## config.mk

```make
export PLATFORM = sky130hd
export DESIGN_NAME = pc_sequencer
export DESIGN_NICKNAME = d
export VERILOG_FILES = /design/src/rtl/pc_sequencer.sv
export SDC_FILE = /design/constraint.sdc
export NUM_CORES = 1
export LEC_CHECK = 0
export BUFFER_PORTS_ARGS = -buffer_cell sky130_fd_sc_hd__clkbuf_2
export CAP_MARGIN = 20
export CORE_AREA = 4 4 108 110
export CTS_BUF_LIST = sky130_fd_sc_hd__clkbuf_4
export DETAILED_ROUTE_END_ITERATION = 6
export DIE_AREA = 0 0 112 114
export GPL_ROUTABILITY_DRIVEN = 0
export PLACE_DENSITY = 0.59
export SLEW_MARGIN = 5
export SYNTH_ARGS = -nofsm -noshare
export SYNTH_HDL_FRONTEND = slang
export SYNTH_SLANG_ARGS = --single-unit
```

## constraint.sdc

```tcl
create_clock -name Clock -period 3.27 [get_ports Clock]
set_input_delay 0.327 -clock Clock [delete_from_list [all_inputs] [get_ports Clock]]
set_output_delay 0.327 -clock Clock [all_outputs]
set_load 0.02 [all_outputs]
```

## src/rtl/pc_sequencer.sv

```systemverilog
// pc_sequencer: fetch-stage program counter with INC/BRANCH/JUMP/CALL/RET and a circular return-address stack.
// Define PC_SEQ_HISTORY_EN to record the pc of the last taken transfer on last_src.
module pc_sequencer #(
    parameter int          PC_W      = 12,
    parameter int          OFF_W     = 8,
    parameter int          RAS_DEPTH = 4,
    parameter int unsigned RESET_VEC = 0
) (
    input  logic             Clock,
    input  logic             Reset,
    input  logic             Enable,
    input  logic [2:0]       op,
    input  logic [OFF_W-1:0] offset,
    input  logic [PC_W-1:0]  target,
    output logic [PC_W-1:0]  pc,
    output logic [PC_W-1:0]  pc_plus1,
    output logic             ras_empty,
    output logic             ras_full,
    output logic             ras_ovf,
    output logic             ras_unf,
    output logic [PC_W-1:0]  last_src
);
    localparam int PTR_W = $clog2(RAS_DEPTH);
    localparam int CNT_W = PTR_W + 1;
    localparam logic [2:0] OP_INC = 3'd0, OP_BRANCH = 3'd1, OP_JUMP = 3'd2, OP_CALL = 3'd3, OP_RET = 3'd4;

    logic [PC_W-1:0]  pc_q, pc_d;
    logic [PC_W-1:0]  stack_q [RAS_DEPTH];
    logic [PC_W-1:0]  stack_d [RAS_DEPTH];
    logic [PTR_W-1:0] ptr_q, ptr_d;
    logic [CNT_W-1:0] cnt_q, cnt_d;
    logic             ovf_q, ovf_d, unf_q, unf_d;
    logic [PC_W-1:0]  br_off;

    assign pc        = pc_q;
    assign pc_plus1  = pc_q + 1'b1;
    assign ras_empty = cnt_q == '0;
    assign ras_full  = cnt_q == CNT_W'(RAS_DEPTH);
    assign ras_ovf   = ovf_q;
    assign ras_unf   = unf_q;
    assign br_off    = PC_W'($signed(offset));

    // ptr_q is the next write slot; a push while full lands on the oldest entry.
    always_comb begin
        pc_d    = pc_q;
        ptr_d   = ptr_q;
        cnt_d   = cnt_q;
        ovf_d   = ovf_q;
        unf_d   = unf_q;
        stack_d = stack_q;
        if (Enable) begin
            case (op)
                OP_INC:    pc_d = pc_plus1;
                OP_BRANCH: pc_d = pc_q + br_off;
                OP_JUMP:   pc_d = target;
                OP_CALL: begin
                    stack_d[ptr_q] = pc_plus1;
                    ptr_d          = ptr_q + 1'b1;
                    pc_d           = target;
                    cnt_d          = ras_full ? cnt_q : cnt_q + 1'b1;
                    ovf_d          = ovf_q | ras_full;
                end
                OP_RET: begin
                    pc_d  = ras_empty ? pc_plus1 : stack_q[ptr_q - 1'b1];
                    ptr_d = ras_empty ? ptr_q : ptr_q - 1'b1;
                    cnt_d = ras_empty ? cnt_q : cnt_q - 1'b1;
                    unf_d = unf_q | ras_empty;
                end
                default: ;
            endcase
        end
    end

    always_ff @(posedge Clock) begin
        if (Reset) begin
            pc_q  <= PC_W'(RESET_VEC);
            ptr_q <= '0;
            cnt_q <= '0;
            ovf_q <= 1'b0;
            unf_q <= 1'b0;
        end else begin
            pc_q  <= pc_d;
            ptr_q <= ptr_d;
            cnt_q <= cnt_d;
            ovf_q <= ovf_d;
            unf_q <= unf_d;
        end
        stack_q <= stack_d;
    end

`ifdef PC_SEQ_HISTORY_EN
    logic [PC_W-1:0] last_src_q, last_src_d;
    always_comb begin
        last_src_d = last_src_q;
        if (Enable && (op == OP_BRANCH || op == OP_JUMP || op == OP_CALL || (op == OP_RET && !ras_empty)))
            last_src_d = pc_q;
    end
    always_ff @(posedge Clock) begin
        if (Reset) last_src_q <= '0;
        else       last_src_q <= last_src_d;
    end
    assign last_src = last_src_q;
`else
    assign last_src = '0;
`endif
endmodule

```

==> out/results.md, run 1 <==
- finished, final reports clean — status
- 447.9 nW/um2 — Pwr Density
- 0.50 ns — Crit path largest cell delay
- 0% — share of async-settable or async-resettable flops after synthesis
- 2.692 ns — post-route minimum period
- 38.48% — final core utilization
- 5.167 — detail-routed via count per cell
- 67 — Clock Sink Count
- 2.94 ns — Crit path required time
- 0.11 ns — Worst-path clk slew
- 0 — Ys Warns
- 4116 um2 — post-route design area
- 11.79 um2 — average footprint of a synthesized cell
- 3983 um2 — instance area after placement
- 9 — worst-case reg-to-reg path depth
- 3 — number of H-tree levels
- 7 — largest fanout of any net on the critical path
- 0.7356 ns — Worst Tran Pin Value
- 10,700 um2 — core area
- 0 — total of endpoints with negative setup slack in the final report
- pc_plus1[8] — end point of the critical path
- pc[0]$_SDFFE_PP0P_ — reg-to-reg startpoint
- 0 — hold-fix buffers at CTS
- 22.55% — fraction of layout instances using a drive strength above 1
- pc[10]$_SDFFE_PP0P_ — destination of the worst register-to-register timing path
- 0.85 ns — worst setup slack for register-to-register paths
- 0 — pins over their slew limit
- 0.42 ns — worst-skew pair later-pin latency
- 14.00% — global-route usage over all layers
- 82.32% — Final period util
- 50 — unique cell type count in the Yosys netlist
- 163 — initial detailed-routing violation count
- 0 — Ant. Diodes
- edfxtp_1 — Most used DFF post-synth
- 508 — final cell count without fillers
- 114 um — DIE HEIGHT
- 0 — antenna violations before repair
- 17.13 um — final routed wire length divided by cell count
- ha_1 > nand3_1 > nor3_1 > xor2_1 > clkbuf_2 — cells along the critical path
- 9 — clock buffers created by TritonCTS
- 2 — maximum buffer depth of the clock tree
- 0 ns — final-layout setup total negative slack
- 12,770 um2 — die area
- 49.86% — sequential-to-total area share from yosys stat
- 8704 um — final WL
- 34.15% — initial core utilization
- flip-flop — CP startpoint kind
- input pin to flip-flop — type of the most critical hold path
- 4 — router iterations before antenna repair
- 0 — remaining global-route overflow
- 53 — count of buffers inserted at the top-level ports
- 407 — final layout net count
- 22 — largest net degree at the start of global routing
- 66 — number of top-level pins
- no — unrepaired setup endpoints after global routing
- 6474 um — Detailed Place HPWL
- 0 — Routed Antenna Nets
- 0 — setup fix buffers added after clock tree synthesis
- done — CTS tree
- 0 — number of gates given a new drive strength after cts
- 0 — number of endpoints with negative hold slack in the final report
- 13,840 um — global-route wire length before repair
- 0.001844 W — Tot Pwr
- 0.3715 GHz — Peak Freq
- 3654 um2 — post-synthesis cell area
- 0 — count of maximum capacitance violations
- 492 — placed insts
- xor2_1 — slowest CP cell
- 2.36 ns — Arr. time, crit path
- 112 um — Die X
- 1.585 nW — Leakage
- 12.67% — Layout area overhead
- clkbuf_4 — CTS root buf
- flip-flop to output pin — Worst Setup Path Type
- 2,652 — number of global-route vias before repair
- 0 — DRC Markers
- 2,625 — number of vias in the routed layout
- 48 — number of flops mapped to enable cells by yosys
- 0.01303 ns — post-route clock skew
- 38 — number of cell rows
- 50.78% — headroom to the max-slew limit
- 310 — gate count of the mapped netlist
- 0.1650 mV — Max IR drop VDD
- pc[0]$_SDFFE_PP0P_ — launch point of the worst path
- output pin — critical path endpoint category
- 67 — register bit count reported by yosys
[cell type report]
| class | count | area, um2 |
|---|---|---|
| Clock buffer | 9 | 67.56 |
| Clock inverter | 7 | 66.31 |
| Inverter | 12 | 45.04 |
| Tap cell | 140 | 175.2 |
| Multi-Input combinational cell | 218 | 1660 |
| Fill cell | 1036 | 6581 |
| Timing Repair Buffer | 55 | 280.3 |
| Sequential cell | 67 | 1822 |
[worst min path at each step]
stage | from | end | slack, ns | cells after the start
floorplan | cnt_q[2]$_SDFFE_PP0P_ | cnt_q[2]$_SDFFE_PP0P_ | 0.48 | 2
global placement | ras_ovf$_SDFFE_PP0P_ | ras_ovf$_SDFFE_PP0P_ | 0.46 | 2
detailed placement | ras_ovf$_SDFFE_PP0P_ | ras_ovf$_SDFFE_PP0P_ | 0.47 | 2
CTS | Enable | ras_unf$_SDFFE_PP0P_ | 0.29 | 3
global route | target[10] | pc[10]$_SDFFE_PP0P_ | 0.30 | 4
finish | Enable | ras_unf$_SDFFE_PP0P_ | 0.31 | 3
[Yosys cell counts (3+ instances only)]
cell type  instances  area share [%]
and3_1             3            0.51
xnor2_1           11             2.6
nand3_1            6            0.82
inv_1             12             1.2
a221oi_1           8             1.9
a21oi_1           17             2.3
nor2_1            33             3.4
mux4_2            12             7.4
buf_4             14             2.9
nor4_1             3            0.51
a21o_1             3            0.62
o21ai_0           11             1.5
nor2b_1            3            0.51
buf_6              3            0.92
ha_1              16             5.5
and2_1             5            0.86
xor2_1             7             1.7
nor3_1             8             1.1
a221o_1            6             1.6
clkbuf_1           5            0.51
nand2_1           11             1.1
dfxtp_1           19              10
edfxtp_1          48              39
nand2b_1           4            0.68
or3_1              3            0.51
a211oi_1           9             1.8
[sequential cells by signal, summed over array words and instances (netlist names)]
signal,count
pc,12
cnt_q,3
ptr_q,2
ras_unf,1
ras_ovf,1
stack_q,48
[cell usage in the layout (no fill, tap or decap), drive strengths merged, types with 3 or more instances in the layout]
cell type,n
and2,5
clkinv,4
a21oi,17
xor2,7
a221oi,8
nand2b,4
dfxtp,19
nand2,11
clkbuf,62
inv,13
a211oi,9
nor2b,3
nand3,6
mux4,12
a221o,6
and3,3
edfxtp,48
nor4,3
a21o,3
ha,16
xnor2,11
nor2,34
or3,3
conb,12
nor3,9
o21ai,13
[report_power, final]
part           leakage [nW]  internal (W)  switching [W]
Combinational         0.923      0.000127       0.000216
Sequential            0.593      0.000935      0.0000253
Clock                0.0690      0.000229       0.000311
Total                  1.58       0.00129       0.000552
[critical path, delay by kind of cell (launching register included)]
family | cells | cell delay [ns]
XOR/XNOR | 1 | 0.50
adder cells (fa/ha/maj) | 1 | 0.23
buffers and inverters | 1 | 0.28
flip-flops | 1 | 0.49
AND/OR/NAND/NOR | 2 | 0.45
[metrics by stage]
| stage | hold slack, ns | worst slack [ns] |
|---|---|---|
| after CTS | 0.2915 | 0.5752 |
| after global placement | 0.4576 | 0.8477 |
| final | 0.3126 | 0.5783 |
| after floorplan | 0.4766 | 0.7306 |
| after global routing | 0.3011 | 0.4037 |
| after detailed placement | 0.4663 | 0.8530 |
[per-layer routing]
layer	global-route usage, %	vias to the layer above	wire length (um)
li1	-	1261	-
met1	17.96	1270	3940
met2	22.74	81	4144
met3	3.501	13	470
met4	5.769	0	149
met5	0	-	0
[cells by family after synthesis]
group / share of synthesized area (%)
AND/OR/NAND/NOR: 11.92
AO/OA/AOI/OAI: 13.73
flip-flops: 49.86
buffers and inverters: 5.822
adder cells (fa/ha/maj): 6.575
XOR/XNOR: 4.315
multiplexers: 7.671
other: 0.1026
No activity file was read; power rests on OpenSTA's default activity.
==> run 2, diff against run 1 <==
Settings changed: ABC_AREA from default to 1, CORE_AREA 4 4 108 110 to 4 4 111 113, DIE_AREA 0 0 112 114 to 0 0 115 117, PLACE_DENSITY 0.59 to 0.61.
Clock period 3.27 ns to 2.26 ns, I/O delays scaled along.
==> out/results.md, run 2 <==
- stack_q — register containing the most flip-flops in the final layout
- 0 — remaining global-route overflow, unchanged
- 120 x nand2_1, 54 x inv_1, 53 x clkbuf_2 — commonest non-fill, non-tap cells in the layout
- edfxtp_1 37%, nand2_1 11%, dfxtp_1 9.7%, nand3_1 6.5%, inv_1 5.4% — main area contributors after synthesis
- 160 — initial detailed-routing violation count, -1.8%
- 39 — number of cell rows, +2.6%
- done — CTS tree
- 34.69% — initial core utilization, +0.54 points
- met2 — most used routing layer in global routing
- 0.4810 GHz — Peak Freq
- input pin to flip-flop — type of the most critical hold path
- 3.033% — GR Layer Usage met3, -0.47 points
- 18.30% — fraction of layout instances using a drive strength above 1, -4.3 points
- 0 — Ys Warns, unchanged
- 1775 um2 — area used by multi-input combinational logic, +6.9%
- 0 — Routed Antenna Nets, unchanged
- output pin — critical path endpoint category
- 120 x nand2_1, 57 x inv_1, 51 x nand3_1 — most frequent cells after synthesis
- 1826 um2 — register area, +0.21%
- 0 ns — final-layout setup total negative slack, unchanged
- 0.43 ns — worst-skew pair later-pin latency, about the same
- 0 — DRC Markers, unchanged
- nand2_1 — most frequent standard cell in the layout excluding fill and tap cells
- 14.48 um — final routed wire length divided by cell count, -16%
- 29 — largest net degree at the start of global routing, +32%
- 16,520 um — global-route wire length before repair, +19%
- 3,364 — number of vias in the routed layout, +28%
- 0 — hold-fix buffers at CTS, unchanged
- 0 — total of endpoints with negative setup slack in the final report, unchanged
- 13,460 um2 — die area, +5.4%
- 618.4 nW/um2 — Pwr Density, +38%
- 11,320 um2 — core area, +5.8%
- 8.132 um2 — average footprint of a synthesized cell, -31%
- 2.040 nW — Leakage, +29%
- 7742 um — Detailed Place HPWL, +20%
- 2.03 ns — Crit path required time, -0.91 ns
- 1.85 ns — Arr. time, crit path, -0.51 ns
- 0.5444 ns — Worst Tran Pin Value, -0.1912 ns
- nand2_1 > nor2_4 > nand4_1 > nand2_1 > clkbuf_2 — cells along the critical path
- 3 — number of H-tree levels, unchanged
- 0 — antenna violations before repair, unchanged
- 4526 um2 — post-route design area, +9.9%
- 53 — count of buffers inserted at the top-level ports, unchanged
- 1,199 — number of fillers in the final layout, +16%
- 15.81% — global-route usage over all layers, +1.8 points
- 67 — register bit count reported by yosys, unchanged
- 46.38% — sequential-to-total area share from yosys stat, -3.5 points
- clkbuf_4 — CTS root buf
- 483 — gate count of the mapped netlist, +56%
- edfxtp_1 — Most used DFF post-synth
- 3,352 — number of global-route vias before repair, +26%
- 0 — pins over their slew limit, unchanged
- 0% — share of async-settable or async-resettable flops after synthesis, unchanged
- no — unrepaired setup endpoints after global routing
- 0.01948 ns — post-route clock skew, +0.006449 ns
- flip-flop — CP startpoint kind
- 0.12 ns — Worst-path clk slew, about the same
- 48 — max FFs per register, unchanged
- 91.99% — Final period util
- 36.70% — area share of the leading cell type in the synthesized netlist, -2.8 points
- edfxtp_1 — post-synthesis cell type with the largest combined area
- 591 — final layout net count, +45%
- 15.23% — Layout area overhead
- 2.079 ns — post-route minimum period
- 4359 um2 — instance area after placement, +9.5%
- 7 — largest fanout of any net on the critical path, unchanged
- 19.22% — global routing met1 resource utilization, +1.3 points
- 66 — number of top-level pins, unchanged
- 31 — unique cell type count in the Yosys netlist, -38%
- 2 — maximum buffer depth of the clock tree, unchanged
- nand2_1 — library cell with the highest instance count after synthesis
- 9 — clock buffers created by TritonCTS, unchanged
- 117 um — DIE HEIGHT, +2.6%
- finished, final reports clean — status
- 67 — Clock Sink Count, unchanged
- 63.58% — headroom to the max-slew limit, +13 points
- 3928 um2 — post-synthesis cell area, +7.5%
- 0.46 ns — Crit path largest cell delay, -0.04 ns
- dfxtp_1 — slowest CP cell
- 115 um — Die X, +2.7%
- 27.31% — met2 routing resource usage after global routing, +4.6 points
- 48 — number of flops mapped to enable cells by yosys, unchanged
- flip-flop to output pin — Worst Setup Path Type
- 0 — count of maximum capacitance violations, unchanged
- nand2_1 — crit-path most repeated cell
- 0 — number of endpoints with negative hold slack in the final report, unchanged
- 0.2848 mV — Max IR drop VDD, +73%
- 4.833 — detail-routed via count per cell, -6.5%
- 10,080 um — final WL, +16%
- 4 — router iterations before antenna repair, unchanged
-- run 2: cell count changes in the layout (fill, tap and decap cells not counted), moves of 11 or more --
cell,previous run,this run
nand2_1,11,120
nand3_1,6,51
inv_1,12,54
a21oi_1,17,35
mux4_2,12,0
o21ai_0,11,23
buf_4,2,13
-- run 2: timing repair --
action                     in CTS  in global routing
setup buffers                   0                  0
setup endpoints to repair       3                  5
resized for setup               4                  4
gates cloned                    0                  0
-- run 2: logic make-up (layout without fill, tap and decap cells) --
group           Yosys count  in the layout  share of synthesized area [%]
compound gates           72             72                          9.940
buf+inv                  84            142                          9.589
flops                    67             67                          46.38
simple gates            231            231                          25.64
other cells               1             13                        0.09548
xor+xnor                 10             10                          2.230
fa+ha+maj                18             18                          6.117
-- run 2: final timing paths --
path / start / cells past startpoint / endpoint / slack (ns)
hold reg to reg: ras_ovf$_SDFFE_PP0P_ / 2 / ras_ovf$_SDFFE_PP0P_ / 0.49
hold / removal: Reset / 2 / ras_unf$_SDFFE_PP0P_ / 0.05
setup reg to reg: pc[0]$_SDFFE_PP0P_ / 9 / pc[2]$_SDFFE_PP0P_ / 0.38
setup / recovery: pc[3]$_SDFFE_PP0P_ / 5 / pc_plus1[9] / 0.18
-- run 2: routing by layer --
layer | vias up | routed length [um] | part of all wire [%]
li1 | 1714 | - | -
met1 | 1547 | 4381 | 43
met2 | 89 | 5032 | 50
met3 | 14 | 434 | 4.3
met4 | 0 | 228 | 2.3
met5 | - | 0 | 0
-- run 2: area by class of cell --
| cell class | count | share of cell area [%] |
|---|---|---|
| antenna | 1 | 0.05529 |
| clock buffer | 10 | 1.659 |
| clock inverter | 6 | 1.769 |
| inverter | 60 | 4.977 |
| multi-input combinational | 343 | 39.23 |
| sequential | 67 | 40.34 |
| tap | 143 | 3.954 |
| timing repair buffer | 66 | 8.018 |
-- run 2: report_power, final --
part | switching [W] | internal [W]
logic | 0.000363 | 0.000170
clock network | 0.000424 | 0.000454
registers | 0.0000358 | 0.00135
-- run 2: worst max-delay path, delay by kind of cell (launching register included) --
family,cells,cell delay (ns)
and+or+nand+nor,4,0.73
buffers and inverters,1,0.23
DFF,1,0.46
-- run 2: per-stage QoR --
| stage | hold slack (ns) | total power [W] | instances | setup WS (ns) | util, % |
|---|---|---|---|---|---|
| floorplan | 0.2984 | 0.001789 | 494 | 0.3004 | - |
| global placement | 0.4548 | 0.001936 | 679 | 0.3650 | 38.51 |
| detailed placement | 0.4651 | 0.001947 | 679 | 0.3375 | 38.51 |
| CTS | 0.01996 | 0.002826 | 695 | 0.05129 | 39.92 |
| global route | 0.03062 | 0.002951 | 695 | 0.002270 | 39.95 |
| finish | 0.04887 | 0.002799 | 696 | 0.1811 | 39.98 |
==> run 3, diff against run 2 <==
--- a/config.mk
+++ b/config.mk
@@ -9,10 +9,11 @@
 export BUFFER_PORTS_ARGS = -buffer_cell sky130_fd_sc_hd__clkbuf_2
 export CAP_MARGIN = 20
-export CORE_AREA = 4 4 111 113
+export CORE_AREA = 4 4 94 96
 export CTS_BUF_LIST = sky130_fd_sc_hd__clkbuf_4
+export CTS_CLUSTER_SIZE = 40
 export DETAILED_ROUTE_END_ITERATION = 6
-export DIE_AREA = 0 0 115 117
+export DIE_AREA = 0 0 98 100
 export GPL_ROUTABILITY_DRIVEN = 0
-export PLACE_DENSITY = 0.61
+export PLACE_DENSITY = 0.8
 export SLEW_MARGIN = 5
 export SYNTH_ARGS = -nofsm -noshare
==> constraint.sdc (replaced) <==
create_clock -name Clock -period 2.26 [get_ports Clock]
set_input_delay 0.678 -clock Clock [delete_from_list [all_inputs] [get_ports Clock]]
set_output_delay 0.678 -clock Clock [all_outputs]
set_load 0.02 [all_outputs]
==> out/results.md, run 3 (synthesized netlist as in run 2, its figures left out) <==
- 0.11 ns — Worst-path clk slew, about the same
- 101.7% — Final period util, +9.7 points
- 16,210 um — global-route wire length before repair, -1.9%
- finished with violations — status
- flip-flop to output pin — Worst Setup Path Type
- 48.78% — initial core utilization, +14 points
- -0.03814 ns — setup slack of the critical path after layout, -0.2193 ns
- 612 — final layout net count, +3.6%
- 0 — number of endpoints with negative hold slack in the final report, unchanged
- 0 — pins over their slew limit, unchanged
- 9800 um2 — die area, -27%
- 0.002912 W — Tot Pwr, +4.1%
- 33 — number of cell rows, -15%
- 0 — remaining global-route overflow, unchanged
- 1.58 ns — Crit path required time, -0.45 ns
- 24.61% — fraction of layout instances using a drive strength above 1, +6.3 points
- 0.4910 ns — hold slack final, +0.4421 ns
- 0.01210 ns — post-route clock skew, -0.007379 ns
- yes — unrepaired setup endpoints after global routing
- 15.49 um — final routed wire length divided by cell count, +7.0%
- 6 — router iterations before antenna repair, +2
- 10,500 um — final WL, +4.2%
- 98 um — Die X, -15%
- 100 um — DIE HEIGHT, -15%
- 0.07574 ns — worst slack at placement, -0.2618 ns
- 20.64% — global-route usage over all layers, +4.8 points
- output pin — critical path endpoint category
- flip-flop — CP startpoint kind
- nand2_1 — crit-path most repeated cell
- 2.298 ns — post-route minimum period, +0.2193 ns
- 239 — initial detailed-routing violation count, +49%
- buf_6 > nand3_4 > nor2_4 > nand2_1 > nand2_1 > nand2_2 > inv_2 > buf_8 — cells along the critical path
- 688 — number of fillers in the final layout, -43%
- flip-flop to flip-flop — type of the most critical hold path
- 0.41 ns — worst-skew pair later-pin latency, -0.02 ns
- 29 — largest net degree at the start of global routing, unchanged
- 5.386 — detail-routed via count per cell, +11%
- 0.38 ns — Crit path largest cell delay, -0.08 ns
- 114 x nand2_1, 50 x inv_1, 48 x nand3_1, 48 x edfxtp_1, 45 x clkbuf_2 — commonest non-fill, non-tap cells in the layout
- 5 — total of endpoints with negative setup slack in the final report, +5
- 3,288 — number of global-route vias before repair, -1.9%
- 66 — number of top-level pins, unchanged
- 0.4351 GHz — Peak Freq, -9.5%
- nand2_1 — most frequent standard cell in the layout excluding fill and tap cells
- 0.3015 mV — Max IR drop VDD, +5.9%
- stack_q — register containing the most flip-flops in the final layout
- 0 — count of maximum capacitance violations, unchanged
- 0 — Routed Antenna Nets, unchanged
- dfxtp_4 — slowest CP cell
- 2.178 nW — Leakage, +6.8%
- 59.61% — final core utilization, +20 points
- negative setup slack — violations in the final reports
- 67 — Clock Sink Count, unchanged
- 7423 um — Detailed Place HPWL, -4.1%
- 53 — count of buffers inserted at the top-level ports, unchanged
- 22.20% — Layout area overhead
- 4800 um2 — post-route design area, +6.1%
- 7 — largest fanout of any net on the critical path, unchanged
- 3,652 — number of vias in the routed layout, +8.6%
- done — CTS tree
- 0 — DRC Markers, unchanged
- 48 — max FFs per register, unchanged
- clkbuf_4 — CTS root buf
- 1.62 ns — Arr. time, crit path, -0.23 ns
- 0 — antenna violations before repair, unchanged
- 0 — Ant. Diodes, -1
- 9 — clock buffers created by TritonCTS, unchanged
- 8051 um2 — core area, -29%
- 0 — hold-fix buffers at CTS, unchanged
- 4379 um2 — instance area after placement, +0.46%
- 2 — maximum buffer depth of the clock tree, unchanged
- 606.8 nW/um2 — Pwr Density, -1.9%
- 3 — number of H-tree levels, unchanged
## run 3: changes by cell type in the layout (fill, tap and decap cells not counted), moves of 5 or more
| cell | change |
|---|---|
| buf_4 | +20 |
| clkbuf_2 | -8 |
| nand2_1 | -6 |
| nand2_2 | +5 |
## run 3: critical path: cells and delay by family, from the launching register on
kind          cells  cell delay [ns]
buf+inv           3             0.30
simple gates      5             0.51
flops             1             0.38
## run 3: power by group
part / switching, W / internal (W) / leakage [nW]
sequential: 0.0000282 / 0.00135 / 0.595
combinational: 0.000398 / 0.000233 / 1.50
clock: 0.000431 / 0.000470 / 0.0868
## run 3: worst paths after layout
| path | startpoint | endpoint | slack (ns) | depth (start not counted) |
|---|---|---|---|---|
| max | pc[0]$_SDFFE_PP0P_ | pc_plus1[7] | -0.04 | 8 |
| min | ras_ovf$_SDFFE_PP0P_ | ras_ovf$_SDFFE_PP0P_ | 0.49 | 2 |
| max reg2reg | pc[0]$_SDFFE_PP0P_ | pc[2]$_SDFFE_PP0P_ | 0.15 | 11 |
| min reg2reg | ras_ovf$_SDFFE_PP0P_ | ras_ovf$_SDFFE_PP0P_ | 0.49 | 2 |
## run 3: through the flow
stage | cells | TNS (ns)
after floorplan | 494 | 0
after global placement | 650 | 0
after detailed placement | 650 | 0
after CTS | 673 | -0.05566
after global routing | 678 | -0.5209
final | 678 | -0.1213
## run 3: timing repair
item | 4_1_cts | 5_1_grt
pin swaps | 10 | 7
gates resized for setup | 40 | 17
buffers inserted | 7 | 5
endpoints found under the setup margin | 9 | 9
hold endpoints to repair | 0 | 0
## run 3: layout make-up
class                   count  area, um2  area share (%)
clock buffers              11      82.58           1.721
clock inverters             5      77.57           1.616
inverters                  60      225.2           4.692
multi-input cells         343       1853           38.61
flip-flops and latches     67       1836           38.24
well taps                 105      131.4           2.737
repair buffers             87      594.3           12.38
## run 3: layer usage
layer / vias to the layer above / GRT usage, % / share of wire (%)
li1: 1753 / - / -
met5: - / 0 / 0
met3: 31 / 3.405 / 7.4
met1: 1689 / 26.68 / 41
met4: 0 / 7.987 / 2.5
met2: 179 / 34.87 / 49
